===== config.mk =====
export PLATFORM = sky130hd
export DESIGN_NAME = wb_stage_flat
export DESIGN_NICKNAME = d
export VERILOG_FILES = /design/src/rtl/riscv_pkg.sv /design/src/rtl/wb_stage_if.sv /design/src/rtl/wb_stage_load_align.sv /design/src/rtl/wb_stage.sv /design/src/flat_wrapper.sv
export SDC_FILE = /design/constraint.sdc
export NUM_CORES = 1
export LEC_CHECK = 0
export BUFFER_PORTS_ARGS = -buffer_cell sky130_fd_sc_hd__buf_2
export CAP_MARGIN = 20
export CORE_ASPECT_RATIO = 2
export CORE_UTILIZATION = 52
export DETAILED_ROUTE_END_ITERATION = 7
export GPL_TIMING_DRIVEN = 0
export PLACE_DENSITY_LB_ADDON = 0.25
export SLEW_MARGIN = 5
export SYNTH_ARGS = -nofsm -noshare
export SYNTH_HDL_FRONTEND = slang
export SYNTH_SLANG_ARGS = --single-unit

===== constraint.sdc =====
create_clock -name clk -period 5.8 [get_ports clk]
set_clock_uncertainty 0.2 [all_clocks]
set_input_delay 1.16 -clock clk [delete_from_list [all_inputs] [get_ports clk]]
set_output_delay 1.16 -clock clk [all_outputs]
set_load 0.01 [all_outputs]

===== src/rtl/riscv_pkg.sv =====
// Shared core definitions: writeback select encodings, load funct3 codes,
// writeback FSM states and the commit-write qualifier.
package riscv_pkg;

   typedef enum logic [1:0] {
      WB_NONE = 2'b00,
      WB_ALU  = 2'b01,
      WB_LOAD = 2'b10,
      WB_PC4  = 2'b11
   } wb_sel_e;

   localparam logic [2:0] F3_LB  = 3'b000;
   localparam logic [2:0] F3_LH  = 3'b001;
   localparam logic [2:0] F3_LW  = 3'b010;
   localparam logic [2:0] F3_LBU = 3'b100;
   localparam logic [2:0] F3_LHU = 3'b101;

   typedef enum logic [1:0] {
      ST_IDLE      = 2'b00,
      ST_WAIT_LOAD = 2'b01,
      ST_COMMIT    = 2'b10
   } wb_state_e;

   // x0 is hardwired to zero, so a write to it is never issued.
   function automatic logic wb_writes(input wb_sel_e sel, input logic rd_nonzero,
                                      input logic fault);
      return (sel != WB_NONE) && rd_nonzero && !fault;
   endfunction

endpackage


===== src/rtl/wb_stage_if.sv =====
// Execute / data-memory / register-file bundle seen by the writeback stage.
// WB_FWD_EN adds the decode bypass signals fwd_valid/fwd_rd/fwd_data.
interface wb_stage_if #(
   parameter int unsigned XLEN = 32,
   parameter int unsigned RA_W = 5
) ();

   logic            ex_valid;
   logic            ex_ready;
   logic [RA_W-1:0] ex_rd;
   logic [1:0]      ex_wb_sel;
   logic [XLEN-1:0] ex_alu_result;
   logic [XLEN-1:0] ex_pc_plus4;
   logic [2:0]      ex_funct3;
   logic            mem_rvalid;
   logic [XLEN-1:0] mem_rdata;
   logic [RA_W-1:0] rf_addr_rd;
   logic [XLEN-1:0] rf_data_rd;
   logic            rf_write_enable;
   logic            wb_done;
   logic            wb_fault;
`ifdef WB_FWD_EN
   logic            fwd_valid;
   logic [RA_W-1:0] fwd_rd;
   logic [XLEN-1:0] fwd_data;

   modport master (
      output ex_valid, ex_rd, ex_wb_sel, ex_alu_result, ex_pc_plus4, ex_funct3,
      output mem_rvalid, mem_rdata,
      input  ex_ready, rf_addr_rd, rf_data_rd, rf_write_enable, wb_done, wb_fault,
      input  fwd_valid, fwd_rd, fwd_data
   );

   modport slave (
      input  ex_valid, ex_rd, ex_wb_sel, ex_alu_result, ex_pc_plus4, ex_funct3,
      input  mem_rvalid, mem_rdata,
      output ex_ready, rf_addr_rd, rf_data_rd, rf_write_enable, wb_done, wb_fault,
      output fwd_valid, fwd_rd, fwd_data
   );
`else
   modport master (
      output ex_valid, ex_rd, ex_wb_sel, ex_alu_result, ex_pc_plus4, ex_funct3,
      output mem_rvalid, mem_rdata,
      input  ex_ready, rf_addr_rd, rf_data_rd, rf_write_enable, wb_done, wb_fault
   );

   modport slave (
      input  ex_valid, ex_rd, ex_wb_sel, ex_alu_result, ex_pc_plus4, ex_funct3,
      input  mem_rvalid, mem_rdata,
      output ex_ready, rf_addr_rd, rf_data_rd, rf_write_enable, wb_done, wb_fault
   );
`endif

endinterface


===== src/rtl/wb_stage_load_align.sv =====
// Load data alignment and extension from an aligned memory word; flags
// misaligned halfword/word accesses and unsupported load funct3 codes.
module load_align
   import riscv_pkg::*;
#(
   parameter int unsigned XLEN = 32
) (
   input  logic [XLEN-1:0] rdata,
   input  logic [2:0]      funct3,
   input  logic [1:0]      addr_lo,
   output logic [XLEN-1:0] data,
   output logic            fault
);

   logic [7:0]  byte_sel;
   logic [15:0] half_sel;

   always_comb begin
      byte_sel = 8'(rdata >> {addr_lo, 3'b000});
      half_sel = 16'(rdata >> {addr_lo, 3'b000});
      data     = '0;
      fault    = 1'b0;
      case (funct3)
         F3_LB:  data = {{(XLEN-8){byte_sel[7]}}, byte_sel};
         F3_LBU: data = {{(XLEN-8){1'b0}}, byte_sel};
         F3_LH: begin
            if (addr_lo == 2'd3) fault = 1'b1;
            else                 data  = {{(XLEN-16){half_sel[15]}}, half_sel};
         end
         F3_LHU: begin
            if (addr_lo == 2'd3) fault = 1'b1;
            else                 data  = {{(XLEN-16){1'b0}}, half_sel};
         end
         F3_LW: begin
            if (addr_lo != 2'd0) fault = 1'b1;
            else                 data  = rdata;
         end
         default: fault = 1'b1;
      endcase
   end

endmodule


===== src/rtl/wb_stage.sv =====
// Writeback stage: one registered register-file write per retiring instruction.
// Define WB_FWD_EN to expose the fwd_valid/fwd_rd/fwd_data decode bypass.
module wb_stage
   import riscv_pkg::*;
#(
   parameter int unsigned XLEN = 32,
   parameter int unsigned RA_W = 5
) (
   input  logic     clk,
   input  logic     rst_n,
   wb_stage_if.slave wb
);

   wb_state_e       state_q, state_d;
   logic [RA_W-1:0] rd_q, rd_d;
   wb_sel_e         sel_q, sel_d;
   logic [2:0]      f3_q, f3_d;
   logic [1:0]      lo_q, lo_d;
   logic [XLEN-1:0] data_q, data_d;
   logic            fault_q, fault_d;

   logic [XLEN-1:0] al_data;
   logic            al_fault;

   load_align #(.XLEN(XLEN)) u_load_align (
      .rdata   (wb.mem_rdata),
      .funct3  (f3_q),
      .addr_lo (lo_q),
      .data    (al_data),
      .fault   (al_fault)
   );

   always_ff @(posedge clk or negedge rst_n) begin
      if (!rst_n) begin
         state_q <= ST_IDLE;
         rd_q    <= '0;
         sel_q   <= WB_NONE;
         f3_q    <= '0;
         lo_q    <= '0;
         data_q  <= '0;
         fault_q <= 1'b0;
      end else begin
         state_q <= state_d;
         rd_q    <= rd_d;
         sel_q   <= sel_d;
         f3_q    <= f3_d;
         lo_q    <= lo_d;
         data_q  <= data_d;
         fault_q <= fault_d;
      end
   end

   always_comb begin
      state_d = state_q;
      rd_d    = rd_q;
      sel_d   = sel_q;
      f3_d    = f3_q;
      lo_d    = lo_q;
      data_d  = data_q;
      fault_d = fault_q;
      case (state_q)
         ST_IDLE: begin
            if (wb.ex_valid) begin
               rd_d    = wb.ex_rd;
               sel_d   = wb_sel_e'(wb.ex_wb_sel);
               f3_d    = wb.ex_funct3;
               lo_d    = wb.ex_alu_result[1:0];
               fault_d = 1'b0;
               case (wb_sel_e'(wb.ex_wb_sel))
                  WB_LOAD: begin
                     data_d  = '0;
                     state_d = ST_WAIT_LOAD;
                  end
                  WB_ALU: begin
                     data_d  = wb.ex_alu_result;
                     state_d = ST_COMMIT;
                  end
                  WB_PC4: begin
                     data_d  = wb.ex_pc_plus4;
                     state_d = ST_COMMIT;
                  end
                  default: begin
                     data_d  = '0;
                     state_d = ST_COMMIT;
                  end
               endcase
            end
         end
         ST_WAIT_LOAD: begin
            // Alignment uses the funct3/addr_lo latched at accept time.
            if (wb.mem_rvalid) begin
               data_d  = al_data;
               fault_d = al_fault;
               state_d = ST_COMMIT;
            end
         end
         ST_COMMIT: state_d = ST_IDLE;
         default:   state_d = ST_IDLE;
      endcase
   end

   logic            commit;
   logic            wr_en;
   logic [RA_W-1:0] wr_addr;
   logic [XLEN-1:0] wr_data;

   assign commit  = (state_q == ST_COMMIT);
   assign wr_en   = commit && wb_writes(sel_q, |rd_q, fault_q);
   assign wr_addr = commit ? rd_q : '0;
   assign wr_data = (commit && !fault_q) ? data_q : '0;

   assign wb.ex_ready        = (state_q == ST_IDLE);
   assign wb.rf_write_enable = wr_en;
   assign wb.rf_addr_rd      = wr_addr;
   assign wb.rf_data_rd      = wr_data;
   assign wb.wb_done         = commit;
   assign wb.wb_fault        = commit && fault_q;

`ifdef WB_FWD_EN
   assign wb.fwd_valid = wr_en;
   assign wb.fwd_rd    = wr_addr;
   assign wb.fwd_data  = wr_data;
`endif

endmodule


===== src/flat_wrapper.sv =====
// flat-port wrapper written by rule: the top's interface ports become plain ports
module wb_stage_flat import riscv_pkg::*;
#(
   parameter int unsigned XLEN = 32,
   parameter int unsigned RA_W = 5
)
  (clk, rst_n, wb_ex_valid, wb_ex_rd, wb_ex_wb_sel, wb_ex_alu_result, wb_ex_pc_plus4, wb_ex_funct3, wb_mem_rvalid, wb_mem_rdata, wb_ex_ready, wb_rf_addr_rd, wb_rf_data_rd, wb_rf_write_enable, wb_wb_done, wb_wb_fault);
  wb_stage_if #(.XLEN(XLEN), .RA_W(RA_W)) wb_i ();
  input  logic clk;
  input  logic rst_n;
  input wire logic [$bits(wb_i.ex_valid)-1:0] wb_ex_valid;
  input wire logic [$bits(wb_i.ex_rd)-1:0] wb_ex_rd;
  input wire logic [$bits(wb_i.ex_wb_sel)-1:0] wb_ex_wb_sel;
  input wire logic [$bits(wb_i.ex_alu_result)-1:0] wb_ex_alu_result;
  input wire logic [$bits(wb_i.ex_pc_plus4)-1:0] wb_ex_pc_plus4;
  input wire logic [$bits(wb_i.ex_funct3)-1:0] wb_ex_funct3;
  input wire logic [$bits(wb_i.mem_rvalid)-1:0] wb_mem_rvalid;
  input wire logic [$bits(wb_i.mem_rdata)-1:0] wb_mem_rdata;
  output wire logic [$bits(wb_i.ex_ready)-1:0] wb_ex_ready;
  output wire logic [$bits(wb_i.rf_addr_rd)-1:0] wb_rf_addr_rd;
  output wire logic [$bits(wb_i.rf_data_rd)-1:0] wb_rf_data_rd;
  output wire logic [$bits(wb_i.rf_write_enable)-1:0] wb_rf_write_enable;
  output wire logic [$bits(wb_i.wb_done)-1:0] wb_wb_done;
  output wire logic [$bits(wb_i.wb_fault)-1:0] wb_wb_fault;
  assign wb_i.ex_valid = wb_ex_valid;
  assign wb_i.ex_rd = wb_ex_rd;
  assign wb_i.ex_wb_sel = wb_ex_wb_sel;
  assign wb_i.ex_alu_result = wb_ex_alu_result;
  assign wb_i.ex_pc_plus4 = wb_ex_pc_plus4;
  assign wb_i.ex_funct3 = wb_ex_funct3;
  assign wb_i.mem_rvalid = wb_mem_rvalid;
  assign wb_i.mem_rdata = wb_mem_rdata;
  assign wb_ex_ready = wb_i.ex_ready;
  assign wb_rf_addr_rd = wb_i.rf_addr_rd;
  assign wb_rf_data_rd = wb_i.rf_data_rd;
  assign wb_rf_write_enable = wb_i.rf_write_enable;
  assign wb_wb_done = wb_i.wb_done;
  assign wb_wb_fault = wb_i.wb_fault;
  wb_stage #(.XLEN(XLEN), .RA_W(RA_W)) u_core (.clk(clk), .rst_n(rst_n), .wb(wb_i));
endmodule

* Word level (Yosys, flattened, before mapping) *
Index checks and enable logic that the tools add are counted.

storage, ports and cells
  bits in registers = 47
  input port bits = 110
  output and inout port bits = 41

cells by class
  shift operators = 1
  equal/unequal tests = 12
  reductions and logical operators = 17
  muxes and demuxes = 20

operators by type and width
  cell                  number
  $mux W32              5
  $pmux W32 S5          1
  $pmux W32 S2          2
  $shr A32 B5 Y16       1
  $mux W16              1
  $eq A2 B2 Y1 const B  4
  $eq A3 B3 Y1 const B  2
  $mux W2               3
  $reduce_bool A2 Y1    3
  $logic_and A1 B1 Y1   5
  $mux W5               1
  $reduce_or A5 Y1      1
  $eq A2 B1 Y1 const B  2
  $mux W1               4
  $ne A2 B2 Y1 const B  2
  $pmux W2 S2           1
  $reduce_and A2 Y1     2
  $reduce_or A2 Y1      2
  $eq A3 B1 Y1 const B  1
  $eq A3 B2 Y1 const B  1
  $logic_not A3 Y1      1
  $pmux W1 S3           1
  $reduce_and A3 Y1     1
  $logic_not A2 Y1      1
  other kinds (2)       2

* Depth between registers and ports, before layout *
  depth after elaboration = 5
  mapped depth = 7
  depth with buffers taken out = 4

* Modules after synthesis *
Synthesis repeated with hierarchy kept, for this count alone.

second synthesis, totals
  cells, all modules = 447
  area, all modules = 3971.3 um^2

by module, submodules not included
  module      seq. area each (um^2)  cells each  times used  area each (um^2)
  wb_stage    1176.1                 307         1           2991.6
  load_align  0.0                    140         1           979.7

* Least setup slack after synthesis *
No wires, ideal clock.

  path type = register to output
  from = register u_core.state_q[0]
  to = output port wb_rf_data_rd[10]
  path buffers = 2
  stages on the path, launching flop included = 6
  setup slack = 2.956 ns
  data arrival time = 1.484 ns
  path through = dfrtp_1 buf_4 and2b_1 nor2b_1 clkbuf_1 and2_1

between the ends
  longest elaborated chain between the ends = 3

ends and longest elaborated chain
  item                    RTL line            text
  start, declared         wb_stage.sv:14      wb_state_e state_q, state_d;
  start signal, assigned  wb_stage.sv:43      state_q <= state_d;
  $eq A2 B2 Y1            wb_stage.sv:107     assign commit = (state_q == ST_COMMIT);
  named net wb_wb_done    flat_wrapper.sv:23  output wire logic [$bits(wb_i.wb_done)-1:0] wb_wb_done;
  $logic_and A1 B1 Y1     wb_stage.sv:110     assign wr_data = (commit && !fault_q) ? data_q : '0;
  $mux W32                wb_stage.sv:110
  end, declared           flat_wrapper.sv:21  output wire logic [$bits(wb_i.rf_data_rd)-1:0] wb_rf_data_rd;

The timed path passes the listed nets, and every way through them passes these cells.

* Worst setup path after layout *
  from = register u_core.state_q[0]
  to = output port wb_rf_data_rd[22]

between the ends
  longest elaborated chain between the ends = 3

ends and longest elaborated chain
  item                 RTL line
  $eq A2 B2 Y1         wb_stage.sv:107
  $logic_and A1 B1 Y1  wb_stage.sv:110
  $mux W32             wb_stage.sv:110

Every way passes these cells.

==> reports/summary.md <==
Most instantiated flip-flop cell in the synthesis netlist: dfrtp_1. Global routing used 4.73% of the available met3 tracks. First-pass GRT wire length: 17.8 mm.

After the last flow step, the layout net total stands at 625. The global routing stage identified its most utilized layer as met2. In this run, CTS created clock tree buffers numbering 5. The core box area is 6360 sq um, and the final worst-path cycle share is 65.3%. The logs give 41 for the standard-cell row count and 3480 sq um for the cell area after synthesis. Of the cells placed in the final design, the portion with a size suffix greater than 1 is 43.2%. For the number of nets with antenna violations after detailed routing, the log shows 0. The tree is rooted in a clkbuf_16. The worst hold slack was 0.279 ns. The clock latency reported for the late side of the worst-skew pair is 0.29 ns. The count of port buffers added during placement was 149. The type of element capturing the critical path was a primary output. The cell family with the largest share of critical-path delay is simple AND/OR/NAND/NOR gates. For this run, global-route usage on met1 was measured as 34.2%. Buffers added to address setup during post-CTS repair amount to 0. The run gives 0 as the number of pins exceeding their max-slew limit in the final report. TritonCTS built the clock tree.

For this run, the detailed router's first-pass iteration total came to 4. The number of primary I/O pins was 151. Yosys mapped a number of flops with a built-in enable equal to 0. The initial cell density of the core came out at 54.7%.

The tools report the detailed-route DRC error count as 0. The worst-case IR drop observed on VDD is 0.231 mV. Post-CTS repair changed the size of 0 cells. By startpoint and endpoint, the worst setup path is classified as flop to primary output. The final estimated routing congestion in global placement is 0.985, and the remaining global-route overflow is 0.

For the final routed database, the setup TNS stands at 0 ns. In this run the static leakage power is 2.22 nW. The worst setup path is launched from a flop. The height of the die was 118 microns; the maximum root-to-sink buffer count was 2. The via total after detailed routing is 3556, and the worst path buffer plus inverter count is 3. Global routing used 33.9% of the available tracks. The H-tree generated during clock tree synthesis spans 2 levels. The first routing iteration left 180 violations. For the clock sink count, the log shows 47. The floorplan step defined a die boundary enclosing 7040 sq um.

Kind of path behind the tightest hold check: flop to flop. Max-cap violations in this run came to 0. The delay contributed by the slowest stage of the critical path works out to 0.59 ns. For the synthesis warning total, the log shows 0.

The finished layout cell area was 4520 sq um. Headroom to the max-slew limit came out at 50.4%. Of all nets on the critical path, the largest fanout is 10. Relative to the synthesized area, the layout overhead comes to 30.0%. The run gives 0 as the hold violation count in the final report. The run gives 4330 sq um as the total placed instance area. The number of global-route vias before repair is 3786. The critical path goes through buf_4 -> and2b_1 -> nor2b_1 -> clkbuf_1 -> and2_1 -> buf_2. The logs give 11.2 mm for the aggregate routed wire length and 61.5% for the met2 capacity usage during global routing. The number of instances in the synthesized netlist was 358; the wire length per cell after detailed routing was 18.6 microns. The run finished with clean final reports. Setup violations remaining at the end of the flow were counted as 0. Dividing total power by cell area gives a power density of 276 nW/um^2. The number of nets in the synthesized netlist is 468. The data required time at the worst endpoint is 4.44 ns, and the clock input transition at the sequential cells of the worst setup and hold paths is 0.07 ns.

Using the TritonRoute via totals, the vias-per-cell ratio works out to 5.91. The initial antenna violation count was 0; the number of distinct library cells after synthesis was 48. The count of hold buffers inserted by post-cts repair came out at 0. The measured slew at the worst slew-check pin is 0.744 ns.

Summing the sequential cell areas from Yosys gives 33.8% of the chip area. The fraction of the core area covered by cells at the end of the flow came out at 71.1%. The share of synthesized flip-flops with an asynchronous set or reset works out to 100%.

The tools report the maximum number of pins on one net before global-route repair as 48. Number of diodes: 0. The count of state elements after synthesis is 47. A synthesized cell averages 9.72 sq um. The data arrival time of the worst path is 2.43 ns. The total half-perimeter wirelength after legalization and detailed placement was 8.92 mm; the time the worst path needs with I/O delays and setup was 3.79 ns. Based on the critical path, the design can be clocked at up to 264 MHz.

Among all stages on the critical path, the largest delay is contributed by nor2b_1. Setup repair after global routing left no endpoint under its margin. The overall die width was 59.8 microns.
## kinds of logic (layout without fill, tap and decap cells)
kind of cell    count (synthesis)  count (layout)  share of synthesized area, %
compound gates                 97              97                          20.9
buf+inv                        39             197                          5.65
flops                          47              47                          33.8
mux                            51              51                          18.8
simple gates                  124             124                          20.9
## cell usage after synthesis (2+ instances only)
library cell	count	area, sq um
a21oi_1	5	25.0
nor2_1	30	113
nand3b_1	2	15.0
dfrtp_1	47	1180
nor3_1	4	20.0
nor2b_1	9	56.3
nor3b_1	2	15.0
a221oi_1	16	140
and2_1	40	250
o21ai_0	12	60.1
a221o_1	7	70.1
mux2_2	31	349
nand2_1	8	30.0
and3b_1	14	123
buf_4	4	30.0
nand3_1	5	25.0
and2b_1	2	15.0
buf_2	15	75.1
buf_6	2	22.5
nor3b_2	2	25.0
mux4_2	7	158
clkbuf_1	12	45.0
mux2_1	3	33.8
a32o_1	6	60.1
a31oi_1	8	50.1
o22a_1	7	61.3
mux2i_1	9	90.1
o211ai_1	8	60.1
o21ai_1	16	80.1
inv_1	5	18.8
o2111ai_1	3	26.3
## sequential cells by signal, summed over array words and instances (netlist names)
signal,cells
u_core.data_q,32
u_core.lo_q,2
u_core.sel_q,2
u_core.f3_q,3
u_core.fault_q,1
u_core.rd_q,5
u_core.state_q,2
## worst min-delay path, delay by kind of cell (launching register included)
kind             cells  cell delay, ns
flip-flops           1            0.34
AND/OR/NAND/NOR      2            0.10
## path summary, 6_finish.rpt
kind / end / slack [ns] / startpoint / cells after the start
max reg2reg: u_core.data_q[23] / 3.44 / u_core.lo_q[0] / 6
max: wb_rf_data_rd[22] / 2.01 / u_core.state_q[0] / 6
max in group asynchronous: u_core.f3_q[2] / 4.41 / rst_n / 2
min in group asynchronous: u_core.lo_q[0] / 0.51 / rst_n / 1
min reg2reg: u_core.data_q[7] / 0.28 / u_core.data_q[7] / 2
min: u_core.data_q[7] / 0.28 / u_core.data_q[7] / 2
## layer usage
layer	wire length, microns	vias to the layer above	part of all wire (%)
li1	-	1657	-
met5	0	-	0
met4	646	0	5.8
met2	6010	176	54
met3	571	42	5.1
met1	3980	1681	35
## placed cells by master (no fill, tap or decap), types with 6 or more instances in the layout
cell	instances
buf_2	164
dfrtp_1	47
and2_1	40
mux2_2	31
nor2_1	30
a221oi_1	16
o21ai_1	16
and3b_1	14
clkbuf_1	12
o21ai_0	12
nor2b_1	9
mux2i_1	9
nand2_1	8
o211ai_1	8
a31oi_1	8
mux4_2	7
o22a_1	7
a221o_1	7
a32o_1	6
## final cells by class
class | instances | area (sq um)
multi-input cells | 272 | 2110
well taps | 86 | 108
flip-flops and latches | 47 | 1180
fillers | 546 | 1840
repair buffers | 150 | 766
clock inverters | 3 | 43.8
inverters | 5 | 18.8
clock buffers | 5 | 125
plain buffers | 34 | 178
## metrics by stage
| step | cells | power, mW | setup slack [ns] |
|---|---|---|---|
| after floorplan | 358 | 0.751 | 2.96 |
| after global placement | 593 | 0.902 | 2.40 |
| after detailed placement | 593 | 0.915 | 2.35 |
| after CTS | 601 | 1.24 | 2.00 |
| after global routing | 602 | 1.32 | 1.89 |
| final | 602 | 1.25 | 2.01 |
## power by group
| group | internal, mW | switching (mW) | total, mW |
|---|---|---|---|
| sequential | 0.402 | 0.0446 | 0.447 |
| combinational | 0.221 | 0.250 | 0.471 |
| clock | 0.203 | 0.128 | 0.331 |
No activity file was read; power rests on OpenSTA's default activity.
